### src/rtl/tinyalu_pkg.sv
// Shared types and helpers for the TinyALU command front-end.
//   op_t         : ALU opcodes; encodings 101..111 are illegal
//   cmd_t        : one queued command {a, b, op}
//   ctrl_state_t : sequencer states
//   is_alu_op()  : true for opcodes that need an ALU start/done cycle
//   expected_result() : reference ALU result for a held A/B/op
package tinyalu_pkg;

    typedef enum logic [2:0] {
        NO_OP  = 3'b000,
        ADD_OP = 3'b001,
        AND_OP = 3'b010,
        XOR_OP = 3'b011,
        MUL_OP = 3'b100
    } op_t;

    // op is kept as raw bits so illegal encodings survive the FIFO.
    typedef struct packed {
        logic [7:0] a;
        logic [7:0] b;
        logic [2:0] op;
    } cmd_t;

    typedef enum logic [1:0] {
        ST_IDLE,
        ST_ISSUE,
        ST_RESP
    } ctrl_state_t;

    function automatic logic is_alu_op(input logic [2:0] opc);
        return (opc == ADD_OP) || (opc == AND_OP) || (opc == XOR_OP) || (opc == MUL_OP);
    endfunction

    // ADD keeps its carry (9 bits), AND/XOR are 8 bits, MUL is the full product.
    function automatic logic [15:0] expected_result(input logic [7:0] a,
                                                    input logic [7:0] b,
                                                    input logic [2:0] opc);
        logic [15:0] r;
        r = '0;
        case (opc)
            ADD_OP:  r = {7'd0, {1'b0, a} + {1'b0, b}};
            AND_OP:  r = {8'd0, a & b};
            XOR_OP:  r = {8'd0, a ^ b};
            MUL_OP:  r = {8'd0, a} * {8'd0, b};
            default: r = '0;
        endcase
        return r;
    endfunction

endpackage

### src/rtl/tinyalu_cmd_fifo.sv
// Synchronous show-ahead FIFO of cmd_t.
//   clk, reset_n      : clock, asynchronous active-low reset (flushes the FIFO)
//   wr_en, wr_data    : push (ignored while full)
//   rd_en, rd_data    : pop (ignored while empty); rd_data is the current head
//   full, empty       : registered status flags
module tinyalu_cmd_fifo
    import tinyalu_pkg::*;
#(
    parameter int DEPTH = 4
) (
    input  logic clk,
    input  logic reset_n,
    input  logic wr_en,
    input  cmd_t wr_data,
    input  logic rd_en,
    output cmd_t rd_data,
    output logic full,
    output logic empty
);

    localparam int PW = $clog2(DEPTH);
    localparam int CW = PW + 1;

    cmd_t          mem [DEPTH];
    logic [PW-1:0] wr_ptr;
    logic [PW-1:0] rd_ptr;
    logic [CW-1:0] count;
    logic [CW-1:0] count_next;
    logic          do_push;
    logic          do_pop;

    assign do_push = wr_en && !full;
    assign do_pop  = rd_en && !empty;
    assign rd_data = mem[rd_ptr];

    always_comb begin
        count_next = count;
        if (do_push && !do_pop) begin
            count_next = count + CW'(1);
        end else if (!do_push && do_pop) begin
            count_next = count - CW'(1);
        end
    end

    // NOTE: state registers use non-blocking assignments so every flop samples
    // pre-edge values regardless of process ordering.
    always_ff @(posedge clk or negedge reset_n) begin
        if (!reset_n) begin
            wr_ptr <= '0;
            rd_ptr <= '0;
            count  <= '0;
            full   <= 1'b0;
            empty  <= 1'b1;
        end else begin
            if (do_push) wr_ptr <= wr_ptr + PW'(1);
            if (do_pop)  rd_ptr <= rd_ptr + PW'(1);
            count <= count_next;
            full  <= (count_next == CW'(DEPTH));
            empty <= (count_next == '0);
        end
    end

    // NOTE: storage has no reset; the pointers and flags alone define what is valid.
    always_ff @(posedge clk) begin
        if (do_push) mem[wr_ptr] <= wr_data;
    end

endmodule

### src/rtl/tinyalu_cmd_ctrl.sv
// TinyALU command front-end: buffers commands, sequences them onto the ALU
// start/done handshake and returns results over a valid/ready response port.
//   clk, reset_n                  : clock, asynchronous active-low reset
//   cmd_valid/cmd_ready           : command handshake, cmd_a/cmd_b/cmd_op payload
//   A, B, op, start               : ALU drive, held constant for the whole ISSUE state
//   done, result                  : ALU completion and result
//   rsp_valid/rsp_ready           : response handshake
//   rsp_result, rsp_op, rsp_err   : captured result, opcode, illegal-op/timeout flag
//   rsp_mismatch                  : result disagrees with the reference model
//   busy                          : sequencer active or commands still queued
// Build option: define TINYALU_CTRL_CHECK_EN to build the result checker;
// otherwise rsp_mismatch is tied low.
module tinyalu_cmd_ctrl
    import tinyalu_pkg::*;
#(
    parameter int DEPTH   = 4,
    parameter int TIMEOUT = 16
) (
    input  logic        clk,
    input  logic        reset_n,
    input  logic        cmd_valid,
    output logic        cmd_ready,
    input  logic [7:0]  cmd_a,
    input  logic [7:0]  cmd_b,
    input  logic [2:0]  cmd_op,
    output logic [7:0]  A,
    output logic [7:0]  B,
    output logic [2:0]  op,
    output logic        start,
    input  logic        done,
    input  logic [15:0] result,
    output logic        rsp_valid,
    input  logic        rsp_ready,
    output logic [15:0] rsp_result,
    output logic [2:0]  rsp_op,
    output logic        rsp_err,
    output logic        rsp_mismatch,
    output logic        busy
);

    localparam int CNT_W = $clog2(TIMEOUT + 1);

    ctrl_state_t      state;
    ctrl_state_t      state_next;
    logic [CNT_W-1:0] cnt;
    logic [CNT_W-1:0] cnt_next;

    cmd_t  push_cmd;
    cmd_t  head;
    logic  fifo_full;
    logic  fifo_empty;
    logic  fifo_pop;

    logic [7:0]  a_next;
    logic [7:0]  b_next;
    logic [2:0]  op_next;
    logic        start_next;
    logic        rsp_valid_next;
    logic [15:0] rsp_result_next;
    logic [2:0]  rsp_op_next;
    logic        rsp_err_next;

    // The full flag is a register, so a pop in the same cycle never frees a slot early.
    assign cmd_ready = !fifo_full;
    assign push_cmd  = '{a: cmd_a, b: cmd_b, op: cmd_op};
    assign busy      = (state != ST_IDLE) || !fifo_empty;

    tinyalu_cmd_fifo #(
        .DEPTH (DEPTH)
    ) u_fifo (
        .clk     (clk),
        .reset_n (reset_n),
        .wr_en   (cmd_valid && cmd_ready),
        .wr_data (push_cmd),
        .rd_en   (fifo_pop),
        .rd_data (head),
        .full    (fifo_full),
        .empty   (fifo_empty)
    );

    // NOTE: every signal written here gets a default first; a missing branch
    // would otherwise infer a latch.
    always_comb begin
        state_next      = state;
        cnt_next        = cnt;
        fifo_pop        = 1'b0;
        a_next          = A;
        b_next          = B;
        op_next         = op;
        start_next      = start;
        rsp_valid_next  = rsp_valid;
        rsp_result_next = rsp_result;
        rsp_op_next     = rsp_op;
        rsp_err_next    = rsp_err;

        case (state)
            ST_IDLE: begin
                if (!fifo_empty) begin
                    fifo_pop = 1'b1;
                    if (is_alu_op(head.op)) begin
                        a_next     = head.a;
                        b_next     = head.b;
                        op_next    = head.op;
                        start_next = 1'b1;
                        cnt_next   = '0;
                        state_next = ST_ISSUE;
                    end else begin
                        // NOP and illegal opcodes answer directly without touching the ALU.
                        rsp_valid_next  = 1'b1;
                        rsp_result_next = '0;
                        rsp_op_next     = head.op;
                        rsp_err_next    = (head.op != NO_OP);
                        state_next      = ST_RESP;
                    end
                end
            end

            ST_ISSUE: begin
                if (done) begin
                    start_next      = 1'b0;
                    rsp_valid_next  = 1'b1;
                    rsp_result_next = result;
                    rsp_op_next     = op;
                    rsp_err_next    = 1'b0;
                    state_next      = ST_RESP;
                end else if (cnt == CNT_W'(TIMEOUT - 1)) begin
                    // This cycle's increment would reach TIMEOUT: give up on the ALU.
                    start_next      = 1'b0;
                    rsp_valid_next  = 1'b1;
                    rsp_result_next = '0;
                    rsp_op_next     = op;
                    rsp_err_next    = 1'b1;
                    state_next      = ST_RESP;
                end else begin
                    cnt_next = cnt + CNT_W'(1);
                end
            end

            ST_RESP: begin
                if (rsp_ready) begin
                    rsp_valid_next = 1'b0;
                    state_next     = ST_IDLE;
                end
            end

            default: state_next = ST_IDLE;
        endcase
    end

    always_ff @(posedge clk or negedge reset_n) begin
        if (!reset_n) begin
            state      <= ST_IDLE;
            cnt        <= '0;
            A          <= '0;
            B          <= '0;
            op         <= '0;
            start      <= 1'b0;
            rsp_valid  <= 1'b0;
            rsp_result <= '0;
            rsp_op     <= '0;
            rsp_err    <= 1'b0;
        end else begin
            state      <= state_next;
            cnt        <= cnt_next;
            A          <= a_next;
            B          <= b_next;
            op         <= op_next;
            start      <= start_next;
            rsp_valid  <= rsp_valid_next;
            rsp_result <= rsp_result_next;
            rsp_op     <= rsp_op_next;
            rsp_err    <= rsp_err_next;
        end
    end

`ifdef TINYALU_CTRL_CHECK_EN
    logic [15:0] exp_result;
    logic        mismatch_q;

    assign exp_result   = expected_result(A, B, op);
    assign rsp_mismatch = mismatch_q;

    // Only a real ALU completion can mismatch; every other entry into RESP clears it.
    always_ff @(posedge clk or negedge reset_n) begin
        if (!reset_n) begin
            mismatch_q <= 1'b0;
        end else if (state == ST_ISSUE && done) begin
            mismatch_q <= (result != exp_result);
        end else if (state != ST_RESP && state_next == ST_RESP) begin
            mismatch_q <= 1'b0;
        end
    end
`else
    assign rsp_mismatch = 1'b0;
`endif

endmodule
### config.mk
export PLATFORM = sky130hd
export DESIGN_NAME = tinyalu_cmd_ctrl
export DESIGN_NICKNAME = d
export VERILOG_FILES = /design/src/rtl/tinyalu_pkg.sv /design/src/rtl/tinyalu_cmd_fifo.sv /design/src/rtl/tinyalu_cmd_ctrl.sv
export SDC_FILE = /design/constraint.sdc
export NUM_CORES = 1
export LEC_CHECK = 0
export ABC_AREA = 1
export ABC_CLOCK_PERIOD_IN_PS = 4600
export CAP_MARGIN = 20
export CORE_ASPECT_RATIO = 1.75
export CORE_UTILIZATION = 49
export CTS_CLUSTER_DIAMETER = 80
export CTS_CLUSTER_SIZE = 16
export DETAILED_ROUTE_END_ITERATION = 12
export HOLD_SLACK_MARGIN = 0.12
export PLACE_DENSITY = 0.74
export RECOVER_POWER = 25
export SETUP_SLACK_MARGIN = 0.5
export SYNTH_ARGS = -nofsm -noshare
export SYNTH_HDL_FRONTEND = slang
export SYNTH_SLANG_ARGS = --single-unit
### constraint.sdc
create_clock -name clk -period 4.6 [get_ports clk]
set_input_delay 0.69 -clock clk [delete_from_list [all_inputs] [get_ports clk]]
set_output_delay 0.69 -clock clk [all_outputs]
set_load 0.01 [all_outputs]
==> impl.org <==
** Clock network
- After clock tree synthesis, the flow added hold-fix buffers numbering 0.
- TritonCTS clock tree :: built
- Clock Latency Late Sink :: between 0.4 and 0.5 ns
- The clock tree synthesis step divided the H-tree into 4 levels.
- In this run the clock root is driven by a sky130_fd_sc_hd__clkbuf_16.
- CTS clk-pin slew, worst paths :: 0.05 ns
- Resized cells post-CTS :: 0
- Num CTS Buffers :: 17
- In this run the post-CTS setup repair buffer count came out at 0.
- The longest clock path from root to sink contains 2 buffers.
- Counting every sink on the clock net gives between 100 and 150.

** Worst setup path
- Worst path slowest cell :: sky130_fd_sc_hd__clkbuf_1
- At the worst endpoint, the arrival time is roughly 2.9 ns.
- Beginning of the worst register-to-register path :: u_fifo.rd_ptr[0]$_DFFE_PN0P_
- Among cell families on the critical path, the largest total delay comes from buffers and inverters.
- Startpoint class of the critical path :: primary input
- The worst setup path is of the in -> async kind.
- Crit path cell chain :: buf_2 > clkbuf_1
- For the worst flop-to-flop path, the logic depth is 8.
- Type of element capturing the critical path :: asynchronous set/reset pin
- Delay of the slowest critical-path stage :: 2.13 ns
- Together, buffers and inverters on the worst path number 2.
- Peak fanout along the critical path :: 57
- At the worst endpoint, the required time is 4.44 ns.
- Reg-to-reg setup timing slack :: 1.70 ns
- The endpoint identified for the worst register-to-register timing path is op[1]$_DFFE_PN0P_.

** Die
- The die covers 11600 sq um.
- For this configuration, the core starts out at a cell density of 50.9%.
- The die is 81.9 microns wide.
- Die height :: 142 microns
- Rows :: 50
- In this run the standard cell core region covers 10800 sq um.
- Num ports :: 84

** STA
- Transition time at the pin with the least slew margin :: approximately 3.0 ns
- The hold violation total from the final report is 0.
- Timing would allow up to 324 MHz.
- The tightest hold path in the finished design has a slack of 0.471 ns.
- Setup TNS Final :: 0 ns
- On the final layout, the worst clock skew is roughly 0.0059 ns.
- Least setup slack across all paths after layout :: 1.51 ns
- RSZ-0062 raised after global routing :: false
- Crit path time final :: 3.09 ns
- Share of the cycle needed by the critical path after routing :: between 60% and 70%
- Max-slew headroom :: -103%
- Setup violations remaining at the end of the flow were counted as 0.
- Max Transition Viols Final :: 58

** Route
- The routed layout has 3806 vias.
- In the routed design, unresolved DRC markers number 0.
- Summed over all layers, the routed wires come to 10800 microns.
- The detailed router finished its first iteration with 166 violations.
- Average detailed-routed wire length per instance :: about 15 microns
- Via-per-instance ratio :: 5.21
- TritonRoute pass-1 iters :: 6
- Once detail routing completed, the nets flagged for antenna violations numbered 0.

** Power and ir drop
- In this run the power density over the cells is slightly above 700 nW/um^2.
- IR analysis of the VDD net gives a maximum drop of 456 uV.
- Leakage power figure :: 2.85 nW

** Synth
- Summing the sequential cell areas from Yosys gives about 68% of the chip area.
- Warnings, synthesis :: 0
- Counting distinct cell types in the post-synthesis netlist gives 30.
- Post-synthesis net count :: between 500 and 600
- The mapped netlist covers 5480 sq um.
- Average instance area after synthesis :: 10.9 sq um
- After synthesis the netlist holds a flip-flop and latch count of roughly 130.
- Synthesis produced 501 cells.

** Global routing
- Antenna violations before repair :: 0
- Global routing consumed, over all layers together, 20.5% of the routing resources.
- For this run the aggregate overflow at the end of global routing stands at 0.
- Wire length of the first global-routing pass :: 17300 microns
- Via count of the first global-routing pass :: around 3700
- Entering global routing, the biggest net connects 58 pins.

** Min path
- Start point of the worst hold path :: start$_DFFE_PN0P_
- Min-Delay Endpoint :: start$_DFFE_PN0P_
- Hold/Removal Path Class :: reg -> reg
- The worst hold path passes through 2 cells.

** Cells and area
- Summing all flip-flop and latch instances after layout gives roughly 3700 sq um.
- Layout-stage area growth over the synthesis result :: 27.0%
- Area taken by multi-input logic gates :: 1530 sq um
- Nets :: 638
- Final std cells w/o fill :: 730
- Of the cells placed in the final design, the portion with a size suffix greater than 1 is 7.67%.
- Counting the fill cells in the layout gives 832.
- Ant diodes :: 0
- Core utilization of the finished layout :: 64.6%

** Placement
- Port-buffer cells :: 82
- Weighted congestion reported at the end of routability-driven placement :: 0.820
- Detailed placement HPWL :: 7190 microns
- The number of placed instances, taps included, is about 700.
- Place WS :: 1.74 ns

** Run status
- The final reports fail on max-capacitance violations, max-slew violations.
- The run finished, with violations left.

** Job
- Max-capacitance violation count :: 1
-- tightest hold or removal path, cell delays in order, from the launching register on --
cell and delay, ns:
sky130_fd_sc_hd__dfrtp_1 0.34, sky130_fd_sc_hd__nand2_1 0.05, sky130_fd_sc_hd__nand2_1 0.04
-- flip-flops by register name, indices dropped and copies added, names as in the netlist --
name	cells
state	2
u_fifo.rd_ptr	2
u_fifo.mem	76
u_fifo.empty	1
u_fifo.count	3
A	8
rsp_op	3
u_fifo.wr_ptr	2
rsp_result	16
rsp_valid	1
cnt	5
B	8
op	3
rsp_err	1
u_fifo.full	1
start	1
-- synthesized netlist by cell type, drive strengths merged --
cell type	number	area share, %
buf	12	1.8
edfxtp	76	42
dfstp	1	0.48
nor2	49	3.5
o21ai	63	5.8
o22ai	16	1.8
ha	11	2.5
o21a	1	0.14
dfrtp	56	26
nor3b	1	0.14
inv	29	2.0
nand4	2	0.23
clkbuf	9	0.62
nand3b	1	0.14
nand3	19	2.1
a21oi	4	0.37
xor2	5	0.80
nand2	143	10
or2	2	0.23
conb	1	0.068
-- cells by family (layout without fill, tap and decap cells) --
logic type | after synthesis | count (layout) | synth area share, %
fa+ha+maj | 11 | 11 | 2.51
simple gates | 217 | 217 | 16.4
buf+inv | 50 | 149 | 4.36
other cells | 1 | 1 | 0.0685
xor+xnor | 5 | 5 | 0.800
compound gates | 84 | 84 | 8.09
flops | 133 | 133 | 67.8
-- worst max path at each step --
| stage | from | end | depth (start not counted) |
|---|---|---|---|
| detailed placement | u_fifo.rd_ptr[0]$_DFFE_PN0P_ | op[1]$_DFFE_PN0P_ | 8 |
| CTS | u_fifo.rd_ptr[0]$_DFFE_PN0P_ | op[1]$_DFFE_PN0P_ | 8 |
| global placement | u_fifo.rd_ptr[0]$_DFFE_PN0P_ | op[0]$_DFFE_PN0P_ | 8 |
| floorplan | cmd_valid | u_fifo.mem[0][0]$_DFFE_PP_ | 2 |
| global route | reset_n | A[2]$_DFFE_PN0P_ | 2 |
| finish | reset_n | B[2]$_DFFE_PN0P_ | 2 |
-- cell type report --
type,count,area share (%)
multi-input combinational,318,21.9
clock inverter,13,2.27
sequential,133,53.3
clock buffer,19,6.22
inverter,29,1.57
tap,130,2.34
timing repair buffer,88,12.3
-- through the flow --
| stage | power (mW) | instance area, sq um |
|---|---|---|
| 2_1_floorplan | 3.09 | 5480 |
| 3_3_place_gp | 3.65 | 6370 |
| 3_5_place_dp | 3.73 | 6370 |
| 4_1_cts | 5.07 | 6960 |
| 5_1_grt | 5.38 | 6960 |
| 6_report | 5.03 | 6960 |
-- cells in the final DEF (no fill, tap or decap), types with 2 or more instances in the layout --
master	count
sky130_fd_sc_hd__a21oi_1	4
sky130_fd_sc_hd__nand2_2	4
sky130_fd_sc_hd__clkinv_1	3
sky130_fd_sc_hd__inv_1	26
sky130_fd_sc_hd__bufinv_16	3
sky130_fd_sc_hd__inv_2	3
sky130_fd_sc_hd__nand3_1	17
sky130_fd_sc_hd__clkdlybuf4s50_1	65
sky130_fd_sc_hd__o21ai_1	19
sky130_fd_sc_hd__nand4_1	2
sky130_fd_sc_hd__dfrtp_1	56
sky130_fd_sc_hd__ha_1	11
sky130_fd_sc_hd__o22ai_1	16
sky130_fd_sc_hd__nor2_1	48
sky130_fd_sc_hd__xor2_1	5
sky130_fd_sc_hd__nand2_1	138
sky130_fd_sc_hd__clkbuf_1	3
sky130_fd_sc_hd__buf_4	5
sky130_fd_sc_hd__clkbuf_16	17
sky130_fd_sc_hd__clkinv_4	4
sky130_fd_sc_hd__dlygate4sd3_1	16
sky130_fd_sc_hd__edfxtp_1	76
sky130_fd_sc_hd__o21ai_0	44
-- power by group --
part           switching (mW)  internal [mW]
Combinational            1.15          0.724
Clock                   0.480          0.849
Sequential              0.194           1.63
Total                    1.82           3.21
-- layer usage --
metal	routed length (microns)	vias up	track usage [%]
met5	0	-	0
met3	578	32	5.98
met1	4240	1796	22.1
met4	293	0	10.5
li1	-	1857	-
met2	5730	121	35.4
Power figures use the tool's default switching activity.
